--- config.mk ---
export PLATFORM = sky130hd
export DESIGN_NAME = dds_channel_scheduler
export DESIGN_NICKNAME = d
export VERILOG_FILES = /design/src/rtl/dds_pkg.sv /design/src/rtl/dds_channel_scheduler_rr_arbiter.sv /design/src/rtl/dds_channel_scheduler.sv
export SDC_FILE = /design/constraint.sdc
export NUM_CORES = 1
export LEC_CHECK = 0
export CAP_MARGIN = 15
export CELL_PAD_IN_SITES_DETAIL_PLACEMENT = 2
export CELL_PAD_IN_SITES_GLOBAL_PLACEMENT = 2
export CORE_MARGIN = 10
export CORE_UTILIZATION = 40
export DETAILED_ROUTE_END_ITERATION = 12
export GPL_TIMING_DRIVEN = 1
export PLACE_DENSITY_LB_ADDON = 0.25
export SLEW_MARGIN = 30
export SYNTH_ARGS = -nofsm -noshare
export SYNTH_HDL_FRONTEND = slang
export SYNTH_SLANG_ARGS = --single-unit
--- constraint.sdc ---
create_clock -name clk -period 6.1 [get_ports clk]
set_clock_uncertainty 0.2 [all_clocks]
set_input_delay 1.525 -clock clk [delete_from_list [all_inputs] [get_ports clk]]
set_output_delay 1.525 -clock clk [all_outputs]
set_load 0.1 [all_outputs]
--- src/rtl/dds_pkg.sv ---
// dds_pkg: shared constants for the dds channel scheduler and related blocks
//   CFG_*  : config register addresses
//   CTRL_* : bit positions inside the ctrl register
//   DDS_LAT_* : dds input-to-output latency without / with Taylor correction
package dds_pkg;
    localparam logic [1:0] CFG_INC    = 2'd0;
    localparam logic [1:0] CFG_OFFSET = 2'd1;
    localparam logic [1:0] CFG_CTRL   = 2'd2;
    localparam int CTRL_EN        = 0;
    localparam int CTRL_CLR       = 1;
    localparam int DDS_LAT_LUT    = 4;
    localparam int DDS_LAT_TAYLOR = 7;
endpackage

--- src/rtl/dds_channel_scheduler_rr_arbiter.sv ---
// rr_arbiter: combinational round-robin pick of the first request strictly after i_ptr
//   i_req [N]  request vector
//   i_ptr [W]  last granted index
//   o_gnt [N]  one-hot grant (zero when no request)
//   o_idx [W]  granted index
//   o_any      at least one request
module rr_arbiter #(
    parameter int N = 4,
    parameter int W = $clog2(N)
) (
    input  logic [N-1:0] i_req,
    input  logic [W-1:0] i_ptr,
    output logic [N-1:0] o_gnt,
    output logic [W-1:0] o_idx,
    output logic         o_any
);
    logic [W-1:0] w_c;
    assign o_any = |i_req;
    // Scan from farthest to nearest so the nearest requester after the pointer wins.
    always_comb begin
        o_gnt = '0;
        o_idx = '0;
        w_c   = '0;
        for (int i = N; i >= 1; i--) begin
            w_c = W'((int'(i_ptr) + i) % N);
            if (i_req[w_c]) begin
                o_gnt      = '0;
                o_gnt[w_c] = 1'b1;
                o_idx      = w_c;
            end
        end
    end
endmodule

--- src/rtl/dds_channel_scheduler.sv ---
// dds_channel_scheduler: time-multiplexes one dds between NUM_CH NCO channels
//   cfg_*                : per-channel inc / offset / ctrl register writes
//   m_axis_phase_*       : interleaved phase words (tuser = channel) to the dds
//   tag_ch / tag_valid   : channel of the dds sample emerging this cycle
//   active_mask          : per-channel enable bits
module dds_channel_scheduler
    import dds_pkg::*;
#(
    parameter int PHASE_DW    = 16,
    parameter int NUM_CH      = 4,
    parameter int CH_W        = $clog2(NUM_CH),
    parameter int DDS_LATENCY = DDS_LAT_LUT
) (
    input  logic                clk,
    input  logic                reset,
    input  logic                cfg_valid,
    input  logic [CH_W-1:0]     cfg_ch,
    input  logic [1:0]          cfg_addr,
    input  logic [PHASE_DW-1:0] cfg_data,
    output logic [PHASE_DW-1:0] m_axis_phase_tdata,
    output logic [CH_W-1:0]     m_axis_phase_tuser,
    output logic                m_axis_phase_tvalid,
    input  logic                m_axis_phase_tready,
    output logic [CH_W-1:0]     tag_ch,
    output logic                tag_valid,
    output logic [NUM_CH-1:0]   active_mask
);
    logic [PHASE_DW-1:0] r_inc [NUM_CH];
    logic [PHASE_DW-1:0] r_off [NUM_CH];
    logic [PHASE_DW-1:0] r_acc [NUM_CH];
    logic [NUM_CH-1:0]   r_en;
    logic [CH_W-1:0]     r_ptr;
    logic [PHASE_DW-1:0] r_tdata;
    logic [CH_W-1:0]     r_tuser;
    logic                r_tvalid;
    logic [DDS_LATENCY-1:0] r_tag_v;
    logic [CH_W-1:0]     r_tag_ch [DDS_LATENCY];
    logic [NUM_CH-1:0]   w_gnt;
    logic [NUM_CH-1:0]   w_sel;
    logic [CH_W-1:0]     w_idx;
    logic                w_any;
    logic                w_free;

    rr_arbiter #(.N(NUM_CH), .W(CH_W)) u_arb (
        .i_req (r_en),
        .i_ptr (r_ptr),
        .o_gnt (w_gnt),
        .o_idx (w_idx),
        .o_any (w_any)
    );

    assign w_free = !r_tvalid || m_axis_phase_tready;
    // One-hot config target; out-of-range channels shift out and are ignored.
    assign w_sel  = NUM_CH'(cfg_valid) << cfg_ch;

    always_ff @(posedge clk) begin
        if (reset) begin
            for (int c = 0; c < NUM_CH; c++) begin
                r_inc[c] <= '0;
                r_off[c] <= '0;
                r_acc[c] <= '0;
            end
            for (int i = 0; i < DDS_LATENCY; i++) r_tag_ch[i] <= '0;
            r_en     <= '0;
            r_ptr    <= CH_W'(NUM_CH - 1);
            r_tdata  <= '0;
            r_tuser  <= '0;
            r_tvalid <= 1'b0;
            r_tag_v  <= '0;
        end else begin
            if (w_free) begin
                r_tvalid <= w_any;
                if (w_any) begin
                    r_tdata <= r_acc[w_idx] + r_off[w_idx];
                    r_tuser <= w_idx;
                    r_ptr   <= w_idx;
                end
            end
            for (int c = 0; c < NUM_CH; c++) begin
                if (w_sel[c] && cfg_addr == CFG_INC) r_inc[c] <= cfg_data;
                if (w_sel[c] && cfg_addr == CFG_OFFSET) r_off[c] <= cfg_data;
                if (w_sel[c] && cfg_addr == CFG_CTRL) r_en[c] <= cfg_data[CTRL_EN];
                // A clear landing on the grant cycle overrides that cycle's accumulate.
                if (w_sel[c] && cfg_addr == CFG_CTRL && cfg_data[CTRL_CLR]) r_acc[c] <= '0;
                else if (w_free && w_gnt[c]) r_acc[c] <= r_acc[c] + r_inc[c];
            end
            // Tag line never stalls: the dds has no backpressure.
            r_tag_v[0]  <= r_tvalid && m_axis_phase_tready;
            r_tag_ch[0] <= r_tuser;
            for (int i = 1; i < DDS_LATENCY; i++) begin
                r_tag_v[i]  <= r_tag_v[i-1];
                r_tag_ch[i] <= r_tag_ch[i-1];
            end
        end
    end

    assign m_axis_phase_tdata  = r_tdata;
    assign m_axis_phase_tuser  = r_tuser;
    assign m_axis_phase_tvalid = r_tvalid;
    assign tag_valid           = r_tag_v[DDS_LATENCY-1];
    assign tag_ch              = r_tag_ch[DDS_LATENCY-1];
    assign active_mask         = r_en;
endmodule

Word level (Yosys, flattened, before mapping) --
Memory sizes are Yosys's and may differ from the RTL's. Index checks and enable logic that the tools add are counted.
Storage, ports and cells: register bits after elaboration 29, memory bits (writable) 200, output and inout port bits 26, memories kept 4
Memories:
- r_acc | words 4, bits a word 16, rd ports 5, clocked after memory_dff 0, wr ports 4, line dds_channel_scheduler.sv:30 | logic [PHASE_DW-1:0] r_acc [NUM_CH];
- r_inc | words 4, bits a word 16, rd ports 4, clocked after memory_dff 0, wr ports 4, line dds_channel_scheduler.sv:28 | logic [PHASE_DW-1:0] r_inc [NUM_CH];
- r_off | words 4, bits a word 16, rd ports 1, clocked after memory_dff 0, wr ports 4, line dds_channel_scheduler.sv:29 | logic [PHASE_DW-1:0] r_off [NUM_CH];
- r_tag_ch | words 4, bits a word 2, rd ports 4, clocked after memory_dff 0, wr ports 4, line dds_channel_scheduler.sv:37 | logic [CH_W-1:0] r_tag_ch [DDS_LATENCY];
Operators by class: $add $sub $neg 9, magnitude comparators 8, eq/ne operators 2, shifts and indexed selects 1, multiplexer cells 99, bitwise gates (word level) 20, reductions and logical operators 30
Operator list (count):
- 2-to-1 mux 16 bit | 16
- adder 16 bit | 5
- 2-to-1 mux 1 bit | 63
- logical AND 1 bit | 25
- OR 1 bit | 20
- 2-to-1 mux 2 bit | 8
- 2-to-1 mux 4 bit | 4
- < comparator 2 x 3 -> 1 bit, second input constant | 4
- binary-select mux 1 bit (select 2 bit) | 4
- demux 1 bit (select 2 bit) | 4
- >= comparator 2 x 1 -> 1 bit, second input constant | 4
- adder 2 x 1 -> 2 bit, second input constant | 2
- adder 2 bit, second input constant | 2
- OR reduction 4 bit | 1
- left shift 1 x 2 -> 4 bit | 1
- == test 2 x 1 -> 1 bit, second input constant | 1
- == test 2 bit, second input constant | 1
- zero test 2 bit | 1
- AND reduction 2 bit | 1
- zero test 1 bit | 1
- logical OR 1 bit | 1

Longest topological paths before layout --
Gate-level depths: netlist of run 1.
word-level depth 15, mapped depth 23, gate-level depth less buffers 19

Modules after synthesis --
Synthesis of run 1 repeated with hierarchy kept, for this count alone.
Unflattened totals: cells, all modules 1124, area, all modules 12829.8 µm²
Modules (own cells, without submodules):
- dds_channel_scheduler | times used 1, cells each 1065, area an instance 12371.9 µm², seq. area each 6506.2 µm²
- rr_arbiter | times used 1, cells each 59, area an instance 457.9 µm², seq. area each 0.0 µm²

Worst setup path after synthesis of run 1 --
No wires, ideal clock.
path kind register to register, start point reg r_en[0] (netlist: active_mask[0]), end point reg r_tdata[15] (netlist: m_axis_phase_tdata[15]), library setup time 0.118 ns, arrival time 4.393 ns, required time 5.782 ns, slack 1.390 ns, stages on the path, launching flop included 19, path buffers 2, clock period less this slack 4.710 ns, cells stage by stage dfxtp_1 buf_2 mux4_2 nand2b_1 and2b_1 o21ai_2 buf_2 nand2_1 and3_1 a31oi_1 ha_1 a21oi_1 nor2_1 o311ai_0 nand4b_1 a31oi_1 a21oi_1 xor2_1 a22o_1
On the way: longest elaborated chain between the ends 8
Ends and longest elaborated chain:
- from (decl) | line dds_channel_scheduler.sv:31 | logic [NUM_CH-1:0] r_en;
- from (signal, indexed assignment) | line dds_channel_scheduler.sv:82 | if (w_sel[c] && cfg_addr == CFG_CTRL) r_en[c] <= cfg_data[CTRL_EN];
- binary-select mux 1 bit (select 2 bit) | line dds_channel_scheduler_rr_arbiter.sv:26 | if (i_req[w_c]) begin
- 2-to-1 mux 1 bit (not written as such) | line dds_channel_scheduler_rr_arbiter.sv:26
- 2-to-1 mux 2 bit (4 in series) | line dds_channel_scheduler_rr_arbiter.sv:26
- memory read (4 x 16 bit), on equally long branches
- adder 16 bit | line dds_channel_scheduler.sv:74 | r_tdata <= r_acc[w_idx] + r_off[w_idx];
- to (signal assigned) | line dds_channel_scheduler.sv:74
- to (decl) | line dds_channel_scheduler.sv:33 | logic [PHASE_DW-1:0] r_tdata;
Parallel ways exist; a longest one is shown, timed or not. The select of a mux whose other input is x is not followed. A chain may end at the register's enable or synchronous reset.

Worst setup path in the final report of run 1 --
start point reg r_ptr[1], end point reg r_tdata[15] (netlist: m_axis_phase_tdata[15])
On the way: longest elaborated chain between the ends 9
Ends and longest elaborated chain:
- from (decl) | line dds_channel_scheduler.sv:32 | logic [CH_W-1:0] r_ptr;
- from (signal assigned) | line dds_channel_scheduler.sv:65 | r_ptr <= CH_W'(NUM_CH - 1);
- from (signal assigned) | line dds_channel_scheduler.sv:76 | r_ptr <= w_idx;
- adder 2 x 1 -> 2 bit | line dds_channel_scheduler_rr_arbiter.sv:25 | w_c = W'((int'(i_ptr) + i) % N);
- binary-select mux 1 bit (select 2 bit) | line dds_channel_scheduler_rr_arbiter.sv:26
- 2-to-1 mux 1 bit (not written as such) | line dds_channel_scheduler_rr_arbiter.sv:26
- 2-to-1 mux 2 bit (3 in series) | line dds_channel_scheduler_rr_arbiter.sv:26
- 2-to-1 mux 2 bit * | line dds_channel_scheduler_rr_arbiter.sv:26
- memory read (4 x 16 bit), on equally long branches
- adder 16 bit * | line dds_channel_scheduler.sv:74
Mark *: on every way between the ends. The rest lies on a longest branch, timed or not. The select of a mux whose other input is x is not followed.

==> metrics.txt, run 1 <==
layout overhead on the synthesized area 14.9%; final routed wire length divided by cell count 25.6 µm; share of cells above drive strength 1 6.92%; most used flip-flop cell after synthesis edfxtp_1; number of DRC violations after detailed routing 0; most common cell in the synthesized netlist edfxtp_1; CTS buffer count 28; register-to-register setup slack 0.53 ns; hold violation total from the final report 0; Worst setup SP type flip-flop; cell chosen for the clock root clkbuf_16; vertical die dimension 200 µm; maximum fanout count along the critical path 25; Flop pwr share 43.3%; number of enable flip-flop cells after synthesis 192; netlist area before placement 0.0130 mm²; clock network power share 41.4%; required time of the critical path 6.34 ns; CTS max path bufs 3; Hold Crit Depth 1; DP HPWL 32000 µm; maximum ir drop on the vdd rail 0.189 mV; number of instances in the synthesized netlist 1271; Util after Layout 46.9%; antenna diode count 0; main combinational cell family by area after synthesis simple AND/OR/NAND/NOR gates; clock latency at the later pin of the worst-skew pair 0.56 ns; Internal Power 3.06 mW; largest net degree at the start of global routing 37; RSZ-0062 raised after global routing false; startpoint of the worst register-to-register path r_ptr[1]; accumulated negative setup slack 0 ns; FF+latch count, synth 229; antenna violations before repair 3; max capacitance violation total 0; GP Congestion 0.870; Reg clk slew, reported paths 0.06 ns; worst hold start r_tag_ch[0][0]; Hold Path Class reg2reg; end of the worst register-to-register path m_axis_phase_tdata[15]; vias in the first global route 10836; Synth Area in XOR/XNOR 3.52%; endpoint with the worst hold slack r_tag_ch[1][0]; portion of netlist area occupied by mux cells 1.00%; sequential share of the synthesized area 50.2%; warning count from the yosys run 0; floorplan row count 65; post-synth cell types 68; CP arrival 5.80 ns; length of the first detailed-routing pass in iterations 5; Port-buffer cells 49; FF+latch area 0.00651 mm²; Die ar. 0.0400 mm²; Mapped Nets 1383; average instance area after synthesis 10.2 µm²; vias after detailed routing 10049; core box area 0.0317 mm²; Final Net Count 1433; final clock period utilization by the worst path 91.3%; number of clock sinks 229; Tightest Pin Transition 1.03 ns; count of filler cells inserted in the layout 3296; fraction of power consumed by combinational cells 15.3%; fmax 180 MHz; # setup viols final 0; grt total ovfl 0; fraction of the mapped netlist area in compound gates 12.2%; final count of pins violating max slew 0; Multi-input gate area 0.00612 mm²; area after detailed placement 0.0139 mm²; power density cells 283 mW/mm²; worst setup slack before clock tree synthesis 0.453 ns; slack of the critical path 0.531 ns; maximum level of the CTS H-tree 1; share of total power consumed by net switching 27.4%; leakage power of the design 5.84 nW; total wirelength of the detailed-routed design 44700 µm; Crit. Startpoint r_ptr[1]; top cells by area, synth edfxtp_1 45%, ha_1 8.0%, and2_1 6.4%, dfxtp_1 5.7%, nand2_1 5.4%; Total GRT Usage 22.4%; cell types with the highest counts after synthesis 192 x edfxtp_1, 186 x nand2_1, 132 x and2_1, 91 x nor2_1, 83 x ha_1; Final Cell Area 0.0149 mm²; chip width 200 µm; 1st-iter DRT viols 647; first-pass GRT wire length 67900 µm; post-synthesis async set-or-reset flop share 0%; Worst slew margin 31.4%; Setup Crit Path Kind reg2reg; leading area contributor after synthesis edfxtp_1; share of synthesized cell area in full adder, half adder and majority cells 8.79%; status finished clean; Via-to-Cell Ratio 5.76; I/O pin total 50; P_sw 1.15 mW; area share of the largest cell type after synthesis 44.5%; post-synthesis share of cell area spent on and, or, nand and nor gates 21.4%; ANT nets after route 0; initial core utilization 40.8%; final period demand of the worst path 5.57 ns; type of element capturing the critical path flip-flop; worst reg2reg path depth 18; clock tree from TritonCTS yes
worst max-delay path, stage by stage (launching register included):
cell	delay (ns)
dfxtp_1	0.53
inv_1	0.20
ha_1	0.45
mux4_2	0.48
and2b_1	0.50
o21a_4	0.41
buf_4	0.31
nand2_1	0.10
and3_1	0.17
a31oi_1	0.22
ha_1	0.33
nand3_1	0.10
nor2_1	0.07
o311ai_1	0.43
nand4b_1	0.18
a31oi_1	0.29
a21oi_1	0.12
xor2_1	0.15
a22o_1	0.20
registers in the layout (all words and copies together) (netlist names):
name / count
r_ptr: 2
r_tag_v: 4
m_axis_phase_tdata: 16
r_tag_ch: 8
r_acc: 64
m_axis_phase_tuser: 2
r_off: 64
m_axis_phase_tvalid: 1
r_inc: 64
active_mask: 4
cell type report:
class	instances	share of cell area [%]
Sequential cell	229	43.7
Multi-Input combinational cell	954	41.2
Clock buffer	42	6.05
Timing Repair Buffer	67	4.17
Tap cell	402	3.38
Inverter	41	1.03
Clock inverter	10	0.488
cell families (layout without fill, tap and decap cells):
group,count (synthesis),in the layout
AND/OR/NAND/NOR,556,556
AO/OA/AOI/OAI,249,250
flip-flops,229,229
buffers and inverters,89,160
adder cells (fa/ha/maj),88,88
XOR/XNOR,52,52
multiplexers,8,8
layout by cell type (no fill, tap or decap), types with 5 or more instances in the layout:
| master | count |
|---|---|
| clkbuf_16 | 33 |
| and3_1 | 35 |
| clkbuf_1 | 5 |
| nor2b_1 | 27 |
| clkdlybuf4s50_1 | 48 |
| clkinv_1 | 5 |
| or2_2 | 7 |
| and2_1 | 132 |
| a211oi_1 | 7 |
| a21oi_1 | 76 |
| o21bai_1 | 10 |
| ha_1 | 83 |
| fa_1 | 5 |
| dfxtp_1 | 37 |
| nand2b_1 | 11 |
| buf_4 | 18 |
| nor3_1 | 29 |
| nand3_1 | 14 |
| o211ai_1 | 5 |
| o21a_1 | 16 |
| a31oi_1 | 34 |
| nor2_2 | 7 |
| nand2_1 | 186 |
| xnor2_1 | 29 |
| nor2_1 | 84 |
| a21o_1 | 18 |
| xor2_1 | 23 |
| o21ai_0 | 43 |
| edfxtp_1 | 192 |
| inv_1 | 39 |
| a21boi_0 | 5 |
worst max path at each step:
stage	endpoint	slack [ns]	cells after the start
floorplan	m_axis_phase_tdata[15]	1.39	18
global placement	m_axis_phase_tdata[15]	0.75	18
detailed placement	m_axis_phase_tdata[15]	0.45	18
CTS	m_axis_phase_tdata[15]	0.31	18
global route	m_axis_phase_tdata[15]	0.15	19
finish	m_axis_phase_tdata[15]	0.53	18
what timing repair did:
action,CTS,global route
endpoints found under the hold margin,0,0
gates resized for setup,0,2
hold buffers,0,0
setup buffers,0,0
setup endpoints to repair,0,2
stage by stage:
| step | instances | hold WS (ns) | total power, mW |
|---|---|---|---|
| final | 1745 | 0.239 | 4.21 |
| after global routing | 1745 | 0.264 | 4.38 |
| after CTS | 1744 | 0.242 | 4.24 |
| after detailed placement | 1692 | 0.228 | 2.49 |
| after global placement | 1692 | 0.217 | 2.46 |
| after floorplan | 1271 | 0.214 | 2.26 |
power by group through the flow:
stage / combinational [mW] / clock [mW] / sequential (mW)
6_report: 0.643 / 1.74 / 1.83
5_1_grt: 0.711 / 1.84 / 1.83
4_1_cts: 0.642 / 1.77 / 1.83
3_5_place_dp: 0.634 / 0 / 1.86
3_3_place_gp: 0.604 / 0 / 1.85
2_1_floorplan: 0.388 / 0 / 1.87
layer usage:
layer  up-vias  global-route usage, %  wire length, µm
li1       4614                      -                -
met1      5181                   29.5            19900
met2       198                   38.4            21800
met3        56                   2.44             1890
met4         0                   5.83             1020
met5         -                      0                0
(Power assumes the default switching activity.)
==> run 2: changes to the inputs <==
--- a/config.mk
+++ b/config.mk
@@ -10,3 +10,3 @@
 export CELL_PAD_IN_SITES_GLOBAL_PLACEMENT = 2
-export CORE_MARGIN = 10
+export CORE_MARGIN = 1.5
 export CORE_UTILIZATION = 40
--- a/constraint.sdc
+++ b/constraint.sdc
@@ -4,2 +4,2 @@
 set_output_delay 1.525 -clock clk [all_outputs]
-set_load 0.1 [all_outputs]
+set_load 0.05 [all_outputs]
==> run 2 against run 1 <==
Maximum frequency down 1.2%. Die area decreased by 16%. Critical path depth stayed put. Combinational power decreased by 3%. Wire length is 0.16% higher. Flip-flop and latch count unchanged. Critical endpoint unchanged.
==> metrics.txt, run 2 (synthesis results as in run 1) <==
status finished clean; number of clock sinks 229 (unchanged); FF+latch area 0.00651 mm² (unchanged); Total GRT Usage 27.3% (+4.9 points); largest net degree at the start of global routing 34 (-8.1%); Die ar. 0.0335 mm² (-16%); fraction of power consumed by combinational cells 14.4% (-0.9 points); first-pass GRT wire length 68600 µm (+1.1%); final clock period utilization by the worst path 92.4% (+1.1 points); Via-to-Cell Ratio 5.78 (+0.40%); Hold Path Class reg2reg; Tightest Pin Transition 0.968 ns (-0.0569 ns); maximum fanout count along the critical path 32 (+28%); P_sw 1.18 mW (+1.9%); initial core utilization 40.8% (unchanged); maximum level of the CTS H-tree 1 (unchanged); clock tree from TritonCTS yes; count of filler cells inserted in the layout 3276 (-0.61%); commonest non-fill, non-tap cell in the layout edfxtp_1; clock latency at the later pin of the worst-skew pair 0.56 ns (about the same); CTS buffer count 28 (unchanged); I/O pin total 50 (unchanged); accumulated negative setup slack 0 ns (unchanged); type of element capturing the critical path flip-flop; final routed wire length divided by cell count 25.6 µm (+0.16%); CTS max path bufs 3 (unchanged); core box area 0.0317 mm² (unchanged); Final Net Count 1432 (-0.070%); chip width 183 µm (-8.5%); final period demand of the worst path 5.64 ns (+0.0691 ns); antenna violations before repair 2 (-1); hold violation total from the final report 0 (unchanged); layout overhead on the synthesized area 15.4%; Worst slew margin 35.3% (+3.9 points); ANT nets after route 0 (unchanged); floorplan row count 65 (unchanged); power density cells 292 mW/mm² (+3.0%); Reg clk slew, reported paths 0.07 ns (about the same); CP arrival 5.89 ns (+0.09 ns); total wirelength of the detailed-routed design 44800 µm (+0.16%); Port-buffer cells 49 (unchanged); cell chosen for the clock root clkbuf_16; count of hold-fix buffers inserted at cts 0 (unchanged); vias after detailed routing 10089 (+0.40%); Pwr Total 4.36 mW (+3.5%); Worst setup SP type flip-flop; required time of the critical path 6.35 ns (about the same); Flop pwr share 41.9% (-1.4 points); most used cells in the layout excluding fill and tap cells 192 x edfxtp_1, 186 x nand2_1, 132 x and2_1; maximum ir drop on the vdd rail 0.191 mV (+0.94%); Multi-input gate area 0.00611 mm² (-0.29%); placed cells 1692 (unchanged); PostCTS Resize Cnt 0 (unchanged); DP HPWL 32000 µm (-0.20%); length of the first detailed-routing pass in iterations 6 (+1); share of total power consumed by net switching 27.0% (-0.42 points); final count of pins violating max slew 0 (unchanged); largest registers r_acc (64), r_inc (64), r_off (64); Util after Layout 47.1% (+0.23 points); 1st-iter DRT viols 578 (-11%); number of DRC violations after detailed routing 0 (unchanged); GP Congestion 0.853 (-1.9%); Internal Power 3.18 mW (+4.1%); clock network power share 43.7% (+2.3 points); RSZ-0062 raised after global routing false; share of cells above drive strength 1 7.15% (+0.23 points); smallest hold slack 0.242 ns (+0.00290 ns); leakage power of the design 5.87 nW (+0.59%); # setup viols final 0 (unchanged); vias in the first global route 11060 (+2.1%); vertical die dimension 183 µm (-8.5%); grt total ovfl 0 (unchanged); Setup Crit Path Kind reg2reg; Post-CTS Setup Bufs 0 (unchanged); Cell Count, Final, Fillers Out 1745 (unchanged); fmax 177 MHz (-1.2%); max capacitance violation total 0 (unchanged)
==> run 2: cell count changes in the layout (fill, tap and decap cells not counted), moves of 2 or more <==
cell / previous run / this run
clkbuf_1: 5 / 3
clkbuf_8: 4 / 0
clkinv_1: 5 / 2
inv_4: 0 / 2
bufinv_16: 1 / 5
==> run 2: worst paths after layout <==
path              slack [ns]      startpoint  cells after the start                     end
setup / recovery        0.46        r_ptr[1]                     18  m_axis_phase_tdata[15]
hold reg to reg         0.24  r_tag_ch[2][1]                      1          r_tag_ch[3][1]
setup reg to reg        0.46        r_ptr[1]                     18  m_axis_phase_tdata[15]
hold / removal          0.24  r_tag_ch[2][1]                      1          r_tag_ch[3][1]
==> run 2: critical path, stage by stage (launching register included) <==
cell,delay (ns)
dfxtp_1,0.51
inv_1,0.20
ha_1,0.44
mux4_2,0.49
and2b_1,0.36
o21a_2,0.57
buf_4,0.40
nand2_1,0.10
and3_1,0.17
a31oi_1,0.19
ha_1,0.32
inv_1,0.13
nor2_1,0.08
o311ai_0,0.40
nand4b_1,0.16
a31oi_1,0.30
a21oi_1,0.13
xor2_1,0.15
a22o_1,0.20
==> run 2: power by group through the flow <==
stage               Combinational [mW]  Clock (mW)  Sequential, mW
finish                           0.626        1.91            1.83
floorplan                        0.388           0            1.85
global placement                 0.583           0            1.85
detailed placement               0.614           0            1.86
CTS                              0.625        1.93            1.83
global route                     0.685        1.98            1.83
==> run 2: cell type report <==
cell class,instances,share of cell area [%]
repair buffers,67,4.15
well taps,402,3.36
flip-flops and latches,229,43.5
multi-input cells,953,40.8
clock inverters,16,1.49
diodes,1,0.0167
inverters,41,1.03
clock buffers,36,5.60
==> run 2: through the flow <==
stage | worst slack [ns] | instance area [µm²]
2_1_floorplan | 1.39 | 13000
3_3_place_gp | 0.783 | 13900
3_5_place_dp | 0.472 | 13900
4_1_cts | 0.465 | 14900
5_1_grt | 0.0299 | 14900
6_report | 0.462 | 15000
==> run 2: metal layers <==
layer	track usage, %	vias up	share of wire [%]
met5	0	-	0
met4	10.5	0	3.9
met3	3.02	78	3.8
met2	48.0	234	50
met1	34.4	5170	43
li1	-	4607	-
